===== src/rtl/line_buf_writer.sv =====
// -----------------------------------------------------------------------------
// line_buf_writer
//
// Producer side of the 4-bank line-buffer ring feeding the scaler. Each input
// line is written into one bank starting at address 0; the bank rotates after
// every completed line. Completed lines are counted against reader releases so
// that a bank the reader still owns is never overwritten, and the upstream
// stream is stalled (in_ready low) while the ring is full.
//
// Optional feature (macro EDGE_PAD_EN):
//   When defined, every line gets one extra write at address LINE_LEN that
//   duplicates the last pixel, so the reader's x+1 tap at the right edge reads
//   valid data. Requires LINE_LEN <= 2**ADDR_W-2. When undefined, no pad write.
//
// Ports:
//   clk, rstn       clock (rising edge), asynchronous active-low reset
//   frame_start     1-cycle pulse; restarts the ring at bank 4'b0001
//   in_valid/in_data/in_ready
//                   pixel stream; a beat moves when in_valid & in_ready
//   ram_select      one-hot bank being written (never changes while wr_en=1)
//   wr_addr/wr_data/wr_en
//                   registered ring write port, 1 cycle after the accepted beat
//   line_done       1-cycle pulse after the last write of a line
//   lines_avail     completed, unreleased lines (0..3)
//   rd_ok           lines_avail >= 2
//   line_release    reader pulse freeing the oldest completed line
//   err_underflow   sticky; release seen with lines_avail == 0
//   state_dbg       current FSM state (debug observability)
//
// Handshake: in_valid/in_ready follow strict valid/ready rules. A beat is
// transferred on a rising edge where both are high; upstream holds in_data
// stable while in_valid is high and in_ready is low. in_ready is registered
// and never depends combinationally on in_valid.
// -----------------------------------------------------------------------------
module line_buf_writer #(
    parameter int DATA_W   = 16,
    parameter int ADDR_W   = 11,
    parameter int LINE_LEN = 1280
) (
    input  logic              clk,
    input  logic              rstn,
    input  logic              frame_start,
    input  logic              in_valid,
    input  logic [DATA_W-1:0] in_data,
    output logic              in_ready,
    output logic [3:0]        ram_select,
    output logic [ADDR_W-1:0] wr_addr,
    output logic [DATA_W-1:0] wr_data,
    output logic              wr_en,
    output logic              line_done,
    output logic [1:0]        lines_avail,
    output logic              rd_ok,
    input  logic              line_release,
    output logic              err_underflow,
    output logic [2:0]        state_dbg
);

    typedef enum logic [2:0] {
        S_IDLE      = 3'd0,
        S_WRITE     = 3'd1,
        S_LINE_END  = 3'd2,
        S_PAD_END   = 3'd3,
        S_WAIT_BANK = 3'd4
    } state_t;

    localparam logic [ADDR_W-1:0] LAST_IDX = ADDR_W'(LINE_LEN - 1);

`ifdef EDGE_PAD_EN
    localparam logic [ADDR_W-1:0] PAD_ADDR  = ADDR_W'(LINE_LEN);
    // The line is accounted for in the second end-of-line cycle.
    localparam state_t            FINAL_END = S_PAD_END;
`else
    localparam state_t            FINAL_END = S_LINE_END;
`endif

    state_t            state;
    logic [ADDR_W-1:0] pix_cnt;
    logic              beat;
    logic              line_complete;
    logic              underflow_hit;
    logic [1:0]        avail_next;

    assign beat          = in_valid & in_ready;
    assign line_complete = (state == FINAL_END);
    // A release coinciding with a completion is simply absorbed, never an error.
    assign underflow_hit = line_release & ~line_complete & (lines_avail == 2'd0);
    assign rd_ok         = (lines_avail >= 2'd2);
    assign state_dbg     = state;

    // Next line count: completion and release in the same cycle cancel out.
    always_comb begin
        avail_next = lines_avail;
        case ({line_complete, line_release})
            2'b10: if (lines_avail != 2'd3) avail_next = lines_avail + 2'd1;
            2'b01: if (lines_avail != 2'd0) avail_next = lines_avail - 2'd1;
            default: avail_next = lines_avail;
        endcase
    end

    always_ff @(posedge clk or negedge rstn) begin
        if (!rstn) begin
            state         <= S_IDLE;
            pix_cnt       <= '0;
            ram_select    <= 4'b0001;
            wr_addr       <= '0;
            wr_data       <= '0;
            wr_en         <= 1'b0;
            in_ready      <= 1'b0;
            line_done     <= 1'b0;
            lines_avail   <= 2'd0;
            err_underflow <= 1'b0;
        end else begin
            err_underflow <= err_underflow | underflow_hit;
            wr_en         <= 1'b0;
            line_done     <= 1'b0;

            if (frame_start) begin
                // Restart the ring; any partial line is abandoned.
                state       <= S_WRITE;
                in_ready    <= 1'b1;
                ram_select  <= 4'b0001;
                pix_cnt     <= '0;
                lines_avail <= 2'd0;
            end else begin
                lines_avail <= avail_next;

                case (state)
                    S_IDLE: in_ready <= 1'b0;

                    S_WRITE: begin
                        if (beat) begin
                            wr_en   <= 1'b1;
                            wr_addr <= pix_cnt;
                            wr_data <= in_data;
                            if (pix_cnt == LAST_IDX) begin
                                state    <= S_LINE_END;
                                in_ready <= 1'b0;
                            end else begin
                                pix_cnt <= pix_cnt + ADDR_W'(1);
                            end
                        end
                    end

                    S_LINE_END: begin
`ifdef EDGE_PAD_EN
                        // wr_data still holds the last pixel of the line.
                        wr_en   <= 1'b1;
                        wr_addr <= PAD_ADDR;
                        state   <= S_PAD_END;
`endif
                    end

                    S_PAD_END: ;

                    S_WAIT_BANK: begin
                        if (lines_avail <= 2'd2) begin
                            state    <= S_WRITE;
                            in_ready <= 1'b1;
                        end
                    end

                    default: begin
                        state    <= S_IDLE;
                        in_ready <= 1'b0;
                    end
                endcase

                // Close the line: rotate only after its last write has been
                // issued, so ram_select is steady under every wr_en.
                if (line_complete) begin
                    line_done  <= 1'b1;
                    ram_select <= {ram_select[2:0], ram_select[3]};
                    pix_cnt    <= '0;
                    if (avail_next <= 2'd2) begin
                        state    <= S_WRITE;
                        in_ready <= 1'b1;
                    end else begin
                        state    <= S_WAIT_BANK;
                        in_ready <= 1'b0;
                    end
                end
            end
        end
    end

endmodule

===== config.mk =====
export PLATFORM = sky130hd
export DESIGN_NAME = line_buf_writer
export DESIGN_NICKNAME = d
export VERILOG_FILES = /design/src/rtl/line_buf_writer.sv
export SDC_FILE = /design/constraint.sdc
export NUM_CORES = 1
export LEC_CHECK = 0
export ABC_AREA = 1
export CELL_PAD_IN_SITES_DETAIL_PLACEMENT = 1
export CELL_PAD_IN_SITES_GLOBAL_PLACEMENT = 1
export CORE_MARGIN = 4
export CORE_UTILIZATION = 36
export CTS_CLUSTER_DIAMETER = 120
export DETAILED_ROUTE_END_ITERATION = 8
export GPL_TIMING_DRIVEN = 1
export PLACE_DENSITY_LB_ADDON = 0.1
export SLEW_MARGIN = 20
export SYNTH_ARGS = -nofsm -noshare
export SYNTH_HDL_FRONTEND = slang
export SYNTH_SLANG_ARGS = --single-unit

===== constraint.sdc =====
create_clock -name clk -period 1.82 [get_ports clk]
set_input_delay 0.364 -clock clk [delete_from_list [all_inputs] [get_ports clk]]
set_output_delay 0.364 -clock clk [all_outputs]
set_load 0.02 [all_outputs]

* Word-level counts from Yosys, hierarchy flattened *
Cells that the tools add are included.

storage, ports and cells
  register bits after elaboration = 51
  input port bits = 21
  output and inout bits = 41
  logic and storage cells = 77

operators by class
  add/subtract/negate cells = 3
  $lt $le $gt $ge = 3
  equality and inequality tests = 14
  mux-type cells = 30
  bitwise operators = 6
  reductions and logical operators = 11

operator list
  cell                   number
  $mux 11                5
  $mux 3                 6
  $ne 4x4->1 const B     3
  $add 11x1->11 const B  1
  $eq 11x11->1 const B   1
  $mux 1                 11
  $pmux 3 s3             1
  $mux 4                 2
  $reduce_and 4->1       2
  $eq 3x2->1 const B     2
  $mux 2                 3
  $ne 3x3->1 const B     2
  $reduce_and 3->1       2
  $reduce_bool 3->1      2
  $le 2x2->1 const B     2
  $pmux 2 s2             1
  $reduce_bool 2->1      2
  $and 1x1->1            3
  $eq 3x1->1 const B     1
  $eq 3x3->1 const B     1
  $logic_not 3->1        1
  $ne 3x1->1 const B     1
  $pmux 1 s3             1
  $add 2x1->2 const B    1
  other kinds (9)        10

* Longest topological paths before layout *
  word-level depth = 7
  gate-level depth with buffers = 13
  depth with buffers taken out = 13

* Worst setup path before layout *
No wires, ideal clock.

  kind = register to register
  start point = register state[2] (netlist: state_dbg[2])
  end point = register state[0] (netlist: state_dbg[0])
  setup time = 0.065 ns
  data arrival time = 1.736 ns
  required time = 1.755 ns
  slack = 0.019 ns
  stages on the path, launching flop included = 12
  buffers on the path = 0
  period minus slack after synthesis = 1.801 ns
  cells stage by stage = dfrtp_1 > inv_2 > nand3_4 > inv_2 > ha_1 > inv_1 > or2_2 > nand3_1 > nand2_1 > nand2_1 > nand2_1 > nand2_1

on the way
  word-level cells in the longest chain between the ends = 7
  elaborated cells on any way between the ends = 19
  classes of those cells = order compare (1); eq/ne (10); mux (5); reduce/logical (3)

RTL lines
  element                                          RTL line  RTL
  start, declared                                  76        state_t state;
  start signal, assigned                           102       state <= S_IDLE;
  start signal, assigned                           119       state <= S_WRITE;
  start signal, assigned                           136       state <= S_LINE_END;
  $eq 3x2->1                                       84, 127
  $eq 2x1->1 / $eq 2x2->1 (equally long branches)  93        case ({line_complete, line_release})
  $pmux 2 s2                                       93
  $le 2x2->1                                       174       if (avail_next <= 2'd2) begin
  $mux 3                                           174
  $mux 3                                           170       if (line_complete) begin
  $mux 3                                           117       if (frame_start) begin

Several ways; a longest one is shown, not always the timed one.
A chain may end at the register's enable or synchronous reset.

* Final worst setup path *
  start point = register state[1] (netlist: state_dbg[1])
  end point = output port state_dbg[1]

RTL lines
  element        RTL line  RTL
  end, declared  55        output logic [2:0] state_dbg

No word-level cell between the ends.

==> run metrics <==
outcome finished, final reports clean; top_reg_cell synth dfrtp_1; core area 0.00683 sq mm; Clock Path Buffers 2; largest net degree at the start of global routing 35; Hold WS 468 ps; PwrDens 1150 mW/mm^2; Max-slew headroom 0.701; Leakage Power 1.66 nW; crit-path cells clkdlybuf4s50_1; Critical Path Source Type flip-flop; Worst path slowest cell clkdlybuf4s50_1; fin crit share 0.953; Netlist cell types 34; Post-synth EDFFs 0; RSZ-0062 raised after global routing no; Async SR Flop Fraction 1.00; Reg clk slew, reported paths 100 ps; row cnt 30; First-pass DRT Iterations 4; dpl hpwl 5050 microns; DRT iter0 DRCs 92; most instantiated library cell after synthesis nand2_1; via density per instance 4.68; Wirelength per Cell 13.6 microns; Peak VDD IR 0.561 mV; CTS H-tree lvls 2; Worst Hold Class reg2reg; DR vias 2237; antenna-violating nets left 0; Crit path largest cell delay 630 ps; Avg Cell Area, Syn 8.35 sq um; antenna violations before repair 0; Die W 92.1 microns; Syn Nets 329; Reg power frac 0.389; Net Sw Power 0.00153 W; Die Footprint 0.00849 sq mm; GPL Wtd Cong 0.851; Fin. Hold Viols 0; setup slack at placement -117 ps; #FFs+latches synth 51; first-pass GRT wire length 11400 microns; Crit Path Class reg2out; CP Data Arrival Time 1370 ps; CP max FO 3; Antenna Diode Count 0; Post-Syn Area 0.00255 sq mm; CP top delay family buffers and inverters; critical path endpoint category primary output; Critical Path RT 1460 ps; max-slew violations 0; Area Growth Syn to Fin 35.7%; Total Nets Final 405; Ys Warns 0; Post-Route Skew 9.73 ps; Clk pwr share 0.177; sequential share of the synthesized area 0.501; layout cells sized above 1 0.165; top cells by count, synth nand2_1, dfrtp_1, nor2_1, inv_1, nand3_1; io pins 62; setup bufs post-CTS 0; Final Setup Violations 0; Final WS setup 85.6 ps; vias in the first global route 2367; GRT Overall Usage 0.166; max_cap viols 0; post-layout min period 1730 ps; Internal 0.00246 W; top-area cell type share of the netlist area 0.491; Clk Latency, worst-skew pair 310 ps; Slew @ Worst Pin 448 ps; switching share of power 0.383; Synth area leaders dfrtp_1, nand2_1, nand3_1; root buffer cell clkbuf_8; Synth area leader dfrtp_1; logic gate share of total power 0.435; clk sink count 51; Num CTS Buffers 5; drt total wl 6510 microns; TritonCTS clock tree built; # port buffers 61; Initial Utilization 0.373; DRC Markers 0; Cells after Synth 305; Peak Freq 577 MHz; crit path buf inv count 1; gr ovfl total 0; Die H 92.1 microns; filler instances 840
[per-layer routing]
metal	track usage	share of wire	vias to the layer above	routed length (microns)
li1	-	-	1113	-
met1	0.215	0.45	1082	2910
met2	0.291	0.52	36	3360
met3	0.0246	0.027	6	173
met4	0.0408	0.0094	0	61
met5	0	0	-	0
[sequential cells by signal, summed over array words and instances, names as in the netlist]
| register | count |
|---|---|
| pix_cnt | 11 |
| ram_select | 4 |
| lines_avail | 2 |
| err_underflow | 1 |
| wr_addr | 11 |
| in_ready | 1 |
| state_dbg | 3 |
| wr_data | 16 |
| line_done | 1 |
| wr_en | 1 |
[cell families (layout without fill, tap and decap cells)]
logic type	Yosys count	in the layout	synth area share
flops	51	51	0.501
simple gates	179	179	0.332
compound gates	30	30	0.0722
xor+xnor	1	1	0.00344
fa+ha+maj	3	3	0.0147
buf+inv	41	118	0.0766
[power groups by stage]
stage | clock network (W) | registers, W | logic, W
floorplan | 0 | 0.00188 | 0.000643
global placement | 0 | 0.00157 | 0.00174
detailed placement | 0 | 0.00158 | 0.00178
CTS | 0.000738 | 0.00156 | 0.00178
global route | 0.000796 | 0.00160 | 0.00191
finish | 0.000705 | 0.00155 | 0.00174
[path summary, 6_finish.rpt]
kind,from,end,slack (ps),depth (start not counted)
setup / recovery,state_dbg[1],state_dbg[1],90,1
hold / removal,err_underflow,err_underflow,470,1
setup reg to reg,state_dbg[0],in_ready,190,13
hold reg to reg,err_underflow,err_underflow,470,1
max in group asynchronous,rstn,ram_select[0],700,3
min in group asynchronous,rstn,state_dbg[1],530,2
[timing repair]
action | in CTS | in global routing
hold buffers | 1 | 0
gates resized for setup | 4 | 2
setup endpoints to repair | 4 | 2
hold endpoints to repair | 1 | 0
[cell usage in the layout, fill, tap and decap left out, drive strengths merged, types with 6 or more instances in the layout]
master / synthesis / final
nand3: 26 / 26
inv: 32 / 32
buf: 7 / 16
dfrtp: 50 / 50
nand2: 116 / 116
clkbuf: 1 / 6
clkdlybuf4s50: 0 / 54
nor2: 29 / 29
o21ai: 21 / 21
[layout make-up]
class / count / area [sq um] / area share
sequential: 51 / 1280 / 0.370
multi-input combinational: 213 / 1070 / 0.311
timing repair buffer: 77 / 753 / 0.218
inverter: 33 / 133 / 0.0384
tap: 96 / 120 / 0.0347
clock buffer: 6 / 82.6 / 0.0239
clock inverter: 2 / 16.3 / 0.00471
[through the flow]
stage	util	total power (W)	std cells	area [sq um]	TNS (ps)
6_report	0.506	0.00399	478	3460	0
5_1_grt	0.506	0.00430	478	3460	0
4_1_cts	0.505	0.00407	478	3450	0
3_5_place_dp	0.490	0.00336	469	3350	-260
3_3_place_gp	0.490	0.00331	469	3350	-163
2_1_floorplan	-	0.00253	305	2550	0
Note: power is estimated with default switching activity, not from simulation.
==> variant 1, RTL diff (config.mk and constraints unchanged) <==
Set the parameter `LINE_LEN` to 640 (it was 1280).
--- a/src/rtl/line_buf_writer.sv
+++ b/src/rtl/line_buf_writer.sv
@@ -36,5 +36,5 @@
     parameter int DATA_W   = 16,
     parameter int ADDR_W   = 11,
-    parameter int LINE_LEN = 1280
+    parameter int LINE_LEN = 640
 ) (
     input  logic              clk,
Check against the original RTL: no difference found for any inputs over 10 cycles, from zero or initial values and one cycle with rstn low; that may be too few to reach the edited logic, so the function may still have changed.
==> variant 1 against the original RTL <==
- routed wire length is 0.77% higher
- clock skew fell by 0.0054 ns
- power increased by 0.86%
- combinational power fell by 2%
- cell area up 1.2%
- sequential share of layout area down 0.39 points
- worst setup slack got worse by 0.023 ns
- fmax is 1.3% lower
- sequential cell count is the same
- sequential power hardly changed
- non-clock buffer count increased by 5
- clock power grew 11%
- synthesized area down 1.0%
- cell count increased by 2.3%
==> variant 1: results (changes against the original RTL) <==
- Crit Path Max Fanout: 6 (+3)
- Skew final: 0.00435 ns (-0.00538 ns)
- FF-to-FF path depth: 12 (-1)
- Cts repair resizes: 0 (-4)
- Fill cell count: 841 (+0.12%)
- Critical path origin: lines_avail[0]
- Hold Path End: wr_data[10]
- Fin crit share: 96.6% (+1.3 points)
- CP Capture Point: lines_avail[0]
- Synth cell types: 27 (-21%)
- Dpl ws: -0.141 ns (-0.0241 ns)
- Met1 wire length: 3020 µm (+3.7%)
- DR iter-0 viols: 80 (-13%)
- Largest net degree at the start of global routing: 23 (-34%)
- GR Util met3: 3.28% (+0.82 points)
- Setup slack, reg-to-reg: 0.16 ns (-0.03 ns)
- Via-per-instance ratio: 4.54 (-3.0%)
- Cells after DPL: 480 (+2.3%)
- Seq/Total Area, Yosys: 50.7% (+0.52 points)
- Post-Synth Adder-Cell Area: 1.49% (+0.015 points)
- Routed met2 length: 3240 µm (-3.4%)
- Min-Delay Startpoint: wr_data[10]
- Reg-to-Reg Start: state_dbg[2]
- Share of cells above drive strength 1: 13.7% (-2.8 points)
- Mapped Avg Cell Area: 8.05 µm² (-3.6%)
- Gr usage total: 16.3% (-0.26 points)
- Vias in the first global route: 2343 (-1.0%)
- Worst ir drop on vdd: 0.554 mV (-1.3%)
- Met2 usage: 28.2% (-0.83 points)
- Synth area leaders: dfrtp_1, nand2_1, nand3_1
- Post-synth top cells: nand2_1, dfrtp_1, inv_1, nand3_1, nor2_1
- First-pass GRT wire length: 11100 µm (-3.1%)
- Leak: 1.75 nW (+5.6%)
- Met1 usage: 21.0% (-0.46 points)
- Crit path arrival time: 1.39 ns (+0.02 ns)
- Fin cells: 489 (+2.3%)
- Sequential power share: 38.4% (-0.5 points)
- Routability cong.: 0.792 (-7.0%)
- Placed cell areas: 3350 µm² (+0.15%)
- Status: finished clean
- Hold WS: 0.475 ns (+0.00785 ns)
- Nets@finish: 417 (+3.0%)
- Routed WL per cell: 13.4 µm (-1.5%)
- Post-synthesis xor/xnor area fraction: 0% (-0.34 points)
- Area occupied by registers: 1280 µm² (about the same)
- Syn Nets: 337 (+2.4%)
-- variant 1: cell count changes in the layout (fill, tap and decap cells not counted), moves of 2 or more --
| cell | change |
|---|---|
| buf_4 | +4 |
| nand2_2 | -5 |
| o21ai_2 | +3 |
| inv_2 | -2 |
| inv_1 | +10 |
| nand2_1 | +7 |
| nand3_2 | -2 |
| nor3_1 | +2 |
| nor2_4 | -2 |
| o21ai_1 | -4 |
| nand3_1 | +9 |
| dlygate4sd2_1 | -4 |
| dlymetal6s2s_1 | +3 |
| nand3_4 | -2 |
-- variant 1: area by class of cell --
| type | instances | share of cell area [%] |
|---|---|---|
| Clock inverter | 1 | 0.859 |
| Inverter | 39 | 4.33 |
| Clock buffer | 6 | 2.08 |
| Tap cell | 96 | 3.43 |
| Multi-Input combinational cell | 214 | 29.4 |
| Timing Repair Buffer | 82 | 23.3 |
| Sequential cell | 51 | 36.6 |
==> variant 2, RTL diff (same settings) <==
Without the edit above. One comparison of `pix_cnt` changes from == to >=.
--- a/src/rtl/line_buf_writer.sv
+++ b/src/rtl/line_buf_writer.sv
@@ -133,5 +133,5 @@
                             wr_addr <= pix_cnt;
                             wr_data <= in_data;
-                            if (pix_cnt == LAST_IDX) begin
+                            if (pix_cnt >= LAST_IDX) begin
                                 state    <= S_LINE_END;
                                 in_ready <= 1'b0;
Check against the original RTL: same outputs for any inputs over 10 cycles, from zero or initial values and one cycle with rstn low; that may be too few to reach the edited logic, so the function may still have changed.
==> variant 2 against the original RTL <==
- fmax fell by 1.8%
- worst setup slack lost 0.031 ns
- cell area decreased by 1.8%
- synthesized area is 2.6% lower
- via count is 1.1% higher
- sequential cell count is the same
- critical path depth increased by 11
- routed wire length up 1.9%
- power decreased by 7.4%
- largest cell class unchanged
- highest routed layer unchanged
==> variant 2: results (changes against the original RTL) <==
- Status: finished clean
- Rel. slew slack: 74.1% (+4.0 points)
- Primary FF master, synth: dfrtp_1
- Largest net degree at the start of global routing: 29 (-17%)
- TritonCTS buffer count: 5 (unchanged)
- Worst ir drop on vdd: 0.558 mV (-0.53%)
- Max layer used: met4
- Gr usage total: 16.8% (+0.23 points)
- Routed WL per cell: 14.5 µm (+6.3%)
- Syn Nets: 326 (-0.91%)
- Skew final: 0.00472 ns (-0.00501 ns)
- Largest regs: wr_data (16), pix_cnt (11), wr_addr (11)
- Dpl ws: -0.212 ns (-0.0959 ns)
- RR Endpoint: state_dbg[0]
- Met1 wire length: 3060 µm (+5.2%)
- DR iter-0 viols: 102 (+11%)
- Routability cong.: 0.848 (-0.32%)
- Cells after DPL: 445 (-5.1%)
- Nets@finish: 404 (-0.25%)
- Setup slack, reg-to-reg: 0.05 ns (-0.14 ns)
- WL met3: 326 µm (+88%)
- Reg-to-Reg Start: state_dbg[1]
- Post-synth top cells: nand2_1, dfrtp_1, inv_1, nand3_1, nor2_1
- Hold Path End: err_underflow
- Vias in the first global route: 2372 (+0.21%)
- Antenna cell count: 0 (unchanged)
- Pre-Repair DR Iteration Count: 4 (unchanged)
- CTS H-tree lvls: 2 (unchanged)
- FF-to-FF path depth: 12 (-1)
- Clock Tree Buf Depth: 2 (unchanged)
- Share of cells above drive strength 1: 15.2% (-1.3 points)
- Vias: 2262 (+1.1%)
- Routed met2 length: 3130 µm (-6.8%)
- Initial antenna violation count: 0 (unchanged)
- Mapped Cells: 302 (-0.98%)
- Setup crit start kind: register
- Hold Crit Depth: 1 (unchanged)
- Seq/Total Area, Yosys: 51.5% (+1.3 points)
- Maximum Capacitance Violations: 0 (unchanged)
- Hold WS: 0.475 ns (+0.00707 ns)
- CTS clock-pin slew for the worst setup and hold paths: 0.10 ns (about the same)
- Synth cell types: 33 (-2.9%)
- Ys async rst share: 100% (unchanged)
- Fin cells: 458 (-4.2%)
- Min-Delay Startpoint: err_underflow
- Leak: 1.57 nW (-5.5%)
- Crit path arrival time: 2.02 ns (+0.65 ns)
- Input/output buffers: 61 (unchanged)
- Clk_lat worst skew: 0.31 ns (about the same)
- Crit Path Max Fanout: 4 (+1)
- Root buffer cell: clkbuf_8
- CP max stage cell: dfrtp_2
- HP Class: reg2reg
- Ys Warns: 0 (unchanged)
- Largest stage delay on the critical path: 0.44 ns (-0.19 ns)
- Synth area leaders: dfrtp_1, nand2_1, inv_1
- Hpwl dp: 4970 µm (-1.5%)
- First-pass GRT wire length: 11500 µm (+0.18%)
## variant 2: cell count changes in the layout (fill, tap and decap cells not counted), moves of 4 or more
cell / delta
inv_1: +5
nor3_1: +6
nand2_2: -4
nor2_1: -4
## variant 2: cell families (layout without fill, tap and decap cells)
family,Yosys count,count (layout),share of synthesized area (%)
and+or+nand+nor,173,173,30.8
DFF,51,51,51.5
buffers and inverters,42,121,7.61
AOI/OAI and AO/OA,32,32,8.22
adders and majority gates,3,3,1.51
xor gates and xnor gates,1,1,0.353
## variant 2: where the power goes
| part | internal [W] | switching [W] | total, W |
|---|---|---|---|
| registers | 0.00137 | 0.000149 | 0.00152 |
| logic | 0.000674 | 0.000830 | 0.00150 |
| clock network | 0.000268 | 0.000399 | 0.000667 |
| total | 0.00232 | 0.00138 | 0.00369 |
## variant 2: stage by stage
stage	instance area, µm²	total power (W)
detailed placement	3250	0.00304
floorplan	2500	0.00233
global placement	3250	0.00302
finish	3390	0.00369
global route	3390	0.00395
CTS	3350	0.00373
## variant 2: area by class of cell
cell class,count,area [µm²]
fill,810,3140
sequential,51,1280
multi-input combinational,209,1040
timing repair buffer,79,754
inverter,34,130
tap,77,96.3
clock buffer,5,68.8
clock inverter,3,20.0
## variant 2: metal layers
layer | vias up | GRT usage, %
li1 | 1118 | -
met1 | 1087 | 22.5
met3 | 9 | 4.21
met2 | 48 | 26.4
met5 | - | 0
met4 | 0 | 6.41
## variant 2: how the worst max path moves through the flow
stage | cells past startpoint | slack (ns) | endpoint
5_1_grt | 14 | -0.09 | state_dbg[0]
3_5_place_dp | 10 | -0.21 | in_ready
4_1_cts | 1 | 0.005 | lines_avail[0]
3_3_place_gp | 10 | -0.12 | in_ready
2_1_floorplan | 12 | 0.01 | in_ready
6_report | 12 | 0.05 | state_dbg[0]
## variant 2: worst max-delay path: cells and delay by family, from the launching register on
kind,cells,cell delay [ns]
fa+ha+maj,1,0.27
buf+inv,3,0.18
flops,1,0.44
simple gates,8,0.81
## variant 2: timing repair
item	in CTS	in global routing
gates resized for setup	3	7
buffers inserted	1	3
hold buffers	1	0
endpoints found under the hold margin	13	0
setup endpoints to repair	5	15
pin swaps	0	3
